===== src/rtl/irq_request_unit_if.sv =====
// Request/acknowledge bundle between the interrupt request unit (master)
// and the interrupt controller (slave).
interface irq_request_unit_if #(
    parameter int ID_W = 2
);
    logic            interrupt_signal;
    logic [ID_W-1:0] irq_id;
    logic            irq_active;
    logic            sel_ISR;
    logic            ret_ISR;

    modport master (
        output interrupt_signal,
        output irq_id,
        output irq_active,
        input  sel_ISR,
        input  ret_ISR
    );

    modport slave (
        input  interrupt_signal,
        input  irq_id,
        input  irq_active,
        output sel_ISR,
        output ret_ISR
    );
endinterface


===== src/rtl/irq_request_unit.sv =====
// Synchronizes and edge-detects external interrupt lines into sticky pending
// bits, then commits one masked, lowest-index-first request to the controller.
module irq_request_unit #(
    parameter int NUM_IRQ     = 4,
    parameter int ID_W        = 2,
    parameter int SYNC_STAGES = 2
) (
    input  logic               clk,
    input  logic               nrst,
    input  logic [NUM_IRQ-1:0] irq_in,
    input  logic [NUM_IRQ-1:0] irq_mask,
    output logic [NUM_IRQ-1:0] irq_pending,
    irq_request_unit_if.master ctrl
);

    typedef enum logic [1:0] {
        IDLE    = 2'd0,
        REQ     = 2'd1,
        SERVICE = 2'd2
    } state_t;

    logic [SYNC_STAGES-1:0][NUM_IRQ-1:0] sync_q, sync_d;
    logic [NUM_IRQ-1:0] hist_q;
    logic [NUM_IRQ-1:0] pending_q, pending_d;
    logic [NUM_IRQ-1:0] sync_last;
    logic [NUM_IRQ-1:0] rise;
    logic [NUM_IRQ-1:0] eligible;
    logic [NUM_IRQ-1:0] clr_mask;
    logic [ID_W-1:0]    win_idx;
    logic [ID_W-1:0]    id_q, id_d;
    state_t             state_q, state_d;
    logic               take;
    logic               intr_n_q;
    logic               active_q;

    // Element 0 takes the raw line; each stage shifts toward the last one.
    always_comb begin
        sync_d = {sync_q[SYNC_STAGES-2:0], irq_in};
    end

    assign sync_last = sync_q[SYNC_STAGES-1];
    assign rise      = sync_last & ~hist_q;
    assign eligible  = pending_q & irq_mask;

    always_comb begin
        win_idx = '0;
        for (int i = NUM_IRQ - 1; i >= 0; i--) begin
            if (eligible[i]) begin
                win_idx = ID_W'(i);
            end
        end
    end

    always_comb begin
        state_d = state_q;
        id_d    = id_q;
        take    = 1'b0;
        unique case (state_q)
            IDLE: begin
                if (|eligible) begin
                    state_d = REQ;
                    id_d    = win_idx;
                end
            end
            REQ: begin
                if (ctrl.sel_ISR) begin
                    state_d = SERVICE;
                    take    = 1'b1;
                end
            end
            SERVICE: begin
                if (ctrl.ret_ISR) begin
                    state_d = IDLE;
                end
            end
            default: state_d = IDLE;
        endcase
    end

    // A rise in the clearing cycle re-arms the bit, so it is ORed in last.
    always_comb begin
        clr_mask  = take ? (NUM_IRQ'(1) << id_q) : '0;
        pending_d = (pending_q & ~clr_mask) | rise;
    end

    always_ff @(posedge clk or negedge nrst) begin
        if (!nrst) begin
            sync_q    <= '0;
            hist_q    <= '0;
            pending_q <= '0;
            id_q      <= '0;
            state_q   <= IDLE;
            intr_n_q  <= 1'b1;
            active_q  <= 1'b0;
        end else begin
            sync_q    <= sync_d;
            hist_q    <= sync_last;
            pending_q <= pending_d;
            id_q      <= id_d;
            state_q   <= state_d;
            intr_n_q  <= (state_d != REQ);
            active_q  <= (state_d != IDLE);
        end
    end

    assign irq_pending           = pending_q;
    assign ctrl.interrupt_signal = intr_n_q;
    assign ctrl.irq_id           = id_q;
    assign ctrl.irq_active       = active_q;

endmodule


===== src/flat_wrapper.sv =====
// flat-port wrapper written by rule: the top's interface ports become plain ports
module irq_request_unit_flat 
#(
    parameter int NUM_IRQ     = 4,
    parameter int ID_W        = 2,
    parameter int SYNC_STAGES = 2
)
  (clk, nrst, irq_in, irq_mask, irq_pending, ctrl_interrupt_signal, ctrl_irq_id, ctrl_irq_active, ctrl_sel_ISR, ctrl_ret_ISR);
  irq_request_unit_if #(.ID_W(ID_W)) ctrl_i ();
  input  logic clk;
  input  logic nrst;
  input  logic [NUM_IRQ-1:0] irq_in;
  input  logic [NUM_IRQ-1:0] irq_mask;
  output logic [NUM_IRQ-1:0] irq_pending;
  output wire logic [$bits(ctrl_i.interrupt_signal)-1:0] ctrl_interrupt_signal;
  output wire logic [$bits(ctrl_i.irq_id)-1:0] ctrl_irq_id;
  output wire logic [$bits(ctrl_i.irq_active)-1:0] ctrl_irq_active;
  input wire logic [$bits(ctrl_i.sel_ISR)-1:0] ctrl_sel_ISR;
  input wire logic [$bits(ctrl_i.ret_ISR)-1:0] ctrl_ret_ISR;
  assign ctrl_interrupt_signal = ctrl_i.interrupt_signal;
  assign ctrl_irq_id = ctrl_i.irq_id;
  assign ctrl_irq_active = ctrl_i.irq_active;
  assign ctrl_i.sel_ISR = ctrl_sel_ISR;
  assign ctrl_i.ret_ISR = ctrl_ret_ISR;
  irq_request_unit #(.NUM_IRQ(NUM_IRQ), .ID_W(ID_W), .SYNC_STAGES(SYNC_STAGES)) u_core (.clk(clk), .nrst(nrst), .irq_in(irq_in), .irq_mask(irq_mask), .irq_pending(irq_pending), .ctrl(ctrl_i));
endmodule

===== config.mk =====
export PLATFORM = sky130hd
export DESIGN_NAME = irq_request_unit_flat
export DESIGN_NICKNAME = d
export VERILOG_FILES = /design/src/rtl/irq_request_unit_if.sv /design/src/rtl/irq_request_unit.sv /design/src/flat_wrapper.sv
export SDC_FILE = /design/constraint.sdc
export NUM_CORES = 1
export LEC_CHECK = 0
export ABC_AREA = 1
export ABC_CLOCK_PERIOD_IN_PS = 1300
export CAP_MARGIN = 20
export CORE_MARGIN = 2
export CORE_UTILIZATION = 45
export CTS_CLUSTER_DIAMETER = 100
export DETAILED_ROUTE_END_ITERATION = 12
export HOLD_SLACK_MARGIN = 0.02
export PLACE_DENSITY_LB_ADDON = 0.12
export SLEW_MARGIN = 10
export SYNTH_ARGS = -nofsm -noshare
export SYNTH_HDL_FRONTEND = slang
export SYNTH_SLANG_ARGS = --single-unit

===== constraint.sdc =====
create_clock -name clk -period 1.3 [get_ports clk]
set_input_delay 0.26 -clock clk [delete_from_list [all_inputs] [get_ports clk]]
set_output_delay 0.26 -clock clk [all_outputs]
set_load 0.05 [all_outputs]

==> metrics.csv <==
metric,value,unit
rrSetupSlack,0.28,ns
place_hpwl,902.7,um
antenna_found_initial,0,
p_int,1.540,mW
final_antenna_net_count,0,
globalplace.congestion,0.8095,
reg2regPathDepth,6,
vias,518,
p_sw,1.023,mW
fmax,0.7874,GHz
status,completed,
synth_cells,70,
required,1.04,ns
leakage,0.5391,nW
synth_ff_type,dfrtp_1,
synth.mux.area_fraction,0,%
cp_top_family,flip-flops,
grt_first_pass_wirelength,1.973,mm
critPathKind,reg -> out,
crit_path_start,u_core.ctrl.interrupt_signal$_DFF_PN1_,
setup_viol,0,
wl_per_cell,10.85,um
clk_pin_slew,0.10,ns
dieArea,2032,um2
antenna_cells,0,
io_buffers,19,
die_y,45.08,um
hp-class,in -> async,
nFillCells,126,
synth_xor_area_share,0,%
drive_above_1_share,18.09,%
synthAdderAreaFrac,0,%
syn_to_final_growth,44.32,%
drc_errors,0,
critical_path.cell_chain,buf_12,
final-hold-violation-count,0,
reg2reg_to,u_core.ctrl.irq_active$_DFF_PN0_,
p_comb_share,48.1,%
rows,14,
cts_resized,0,
crit_cells,1,
layout.nets,107,
grtUsageTotal,14.96,%
synth_area_leaders,"dfrtp_1, nand2_1, inv_1, o21ai_1, dfstp_2",
pwr-share-clk,11.8,%
maxCapViolCount,0,
synth-edff-count,0,
synth_top_area_cell,dfrtp_1,
grt_pass1_vias,467,
holdWs,0.2855,ns
ys_top_cells_by_count,"dfrtp_1, nand2_1, inv_1",
postSynthAreaPerCell,10.85,um2
start_kind,flip-flop,
cts_hold_buf,0,
power,2.564,mW
post-place-cells,106,
cts_made_buffers,3,
slew_headroom,85.04,%
async_flop_share,100.0,%
synth_seq_cells,22,
tightest_slew,0.2244,ns
worst_ep_arrival_time,1.01,ns
tns,0,ns
drt-total-wl,1.194,mm
switching_share,39.91,%
synth_compound_area_share,5.272,%
cp.buffers_inverters,1,
fin_crit_sh,97.69,%
yosysWarnings,0,
drt_iter0_markers,4,
synth_top_family_by_area,simple AND/OR/NAND/NOR gates,
yosys.area_share.simple,16.64,%
htree_levels,1,
cp_slowest_cell,dfstp_2,
cts_tree,yes,
cts_sinks,22,
skew,0.002816,ns
coreArea,1541,um2
io_pins,20,
p_per_area,2339,nW/um2
die_x,45.08,um
ir_drop,1251,uV
seq_power_share,40.1,%
layout.cells.non_filler,110,
utilization,71.10,%
initial_utilization,49.27,%
synth_area,759.5,um2
cts-root-buf,clkbuf_4,
grt-ovfl-total,0,
r2r_start,u_core.irq_pending[0]$_DFF_PN0_,
first_pass_iters,2,
cts_setup_buffers,0,
slew_viol_final,0,
cts_buffer_depth,2,
synth_top_area_share,69.19,%
synth_seq_area_share,72.65,%
grt_max_degree,23,
via_per_inst,4.709,
worstSetupEndpointType,output pin,
cp_max_fo,1,
slowest_delay,0.57,ns
fin_crit,1.270,ns
synth_cell_types,10,
synth.net_count,82,
synth.most_common_cell,dfrtp_1,
insertion_delay,0.30,ns
rsz0062_at_grt,no,
layout by cell type (no fill, tap or decap):
cell and instances:
dfrtp_1 21, nand2_1 19, inv_1 11, clkdlybuf4s50_1 11, buf_12 9, o21ai_1 8, nand2_2 3, nand3_1 3
clkbuf_4 3, nor2_1 2, nor2_2 1, nand3b_1 1, clkbuf_1 1, dfstp_2 1
power groups by stage:
stage / clock [mW] / sequential, mW / combinational (mW)
floorplan: 0 / 1.33 / 0.327
global placement: 0 / 1.04 / 1.23
detailed placement: 0 / 1.05 / 1.24
CTS: 0.319 / 1.03 / 1.24
global route: 0.341 / 1.05 / 1.32
finish: 0.302 / 1.03 / 1.23
cell type report:
type	instances	area, um2	area share [%]
Sequential cell	22	551.8	50.34
Timing Repair Buffer	20	290.3	26.48
Multi-Input combinational cell	37	166.4	15.18
Inverter	11	41.29	3.767
Clock buffer	4	26.28	2.397
Tap cell	16	20.02	1.826
routing by layer:
layer / GRT usage [%] / routed length, um / up-vias
met3: 4.000 / 91 / 5
met5: 0 / 0 / -
met4: 12.35 / 44 / 0
li1: - / - / 264
met1: 18.63 / 582 / 231
met2: 21.71 / 474 / 18
through the flow:
stage / setup slack [ns] / area, um2
after floorplan: 0.1246 / 759.5
after global placement: 0.06188 / 1070
after detailed placement: 0.06289 / 1070
after CTS: 0.01387 / 1096
after global routing: 0.004450 / 1096
final: 0.03005 / 1096
how the worst max path moves through the flow:
stage,end,slack (ns)
after floorplan,u_core.ctrl.interrupt_signal$_DFF_PN1_,0.12
after global placement,u_core.ctrl.irq_active$_DFF_PN0_,0.06
after detailed placement,u_core.ctrl.irq_active$_DFF_PN0_,0.06
after CTS,ctrl_interrupt_signal,0.01
after global routing,ctrl_interrupt_signal,0.004
final,ctrl_interrupt_signal,0.03
cells by family (layout without fill, tap and decap cells):
group,after synthesis,in the layout
AOI/OAI and AO/OA,8,8
and+or+nand+nor,29,29
buffers and inverters,11,35
DFF,22,22
registers in the layout, summed over array words and instances (netlist names):
name / cells
u_core.sync_last: 4
u_core.ctrl.irq_active: 1
u_core.sync_d: 4
u_core.ctrl.irq_id: 2
u_core.state_q: 2
u_core.ctrl.interrupt_signal: 1
u_core.irq_pending: 4
u_core.hist_q: 4
Note: power is estimated with default switching activity, not from simulation.
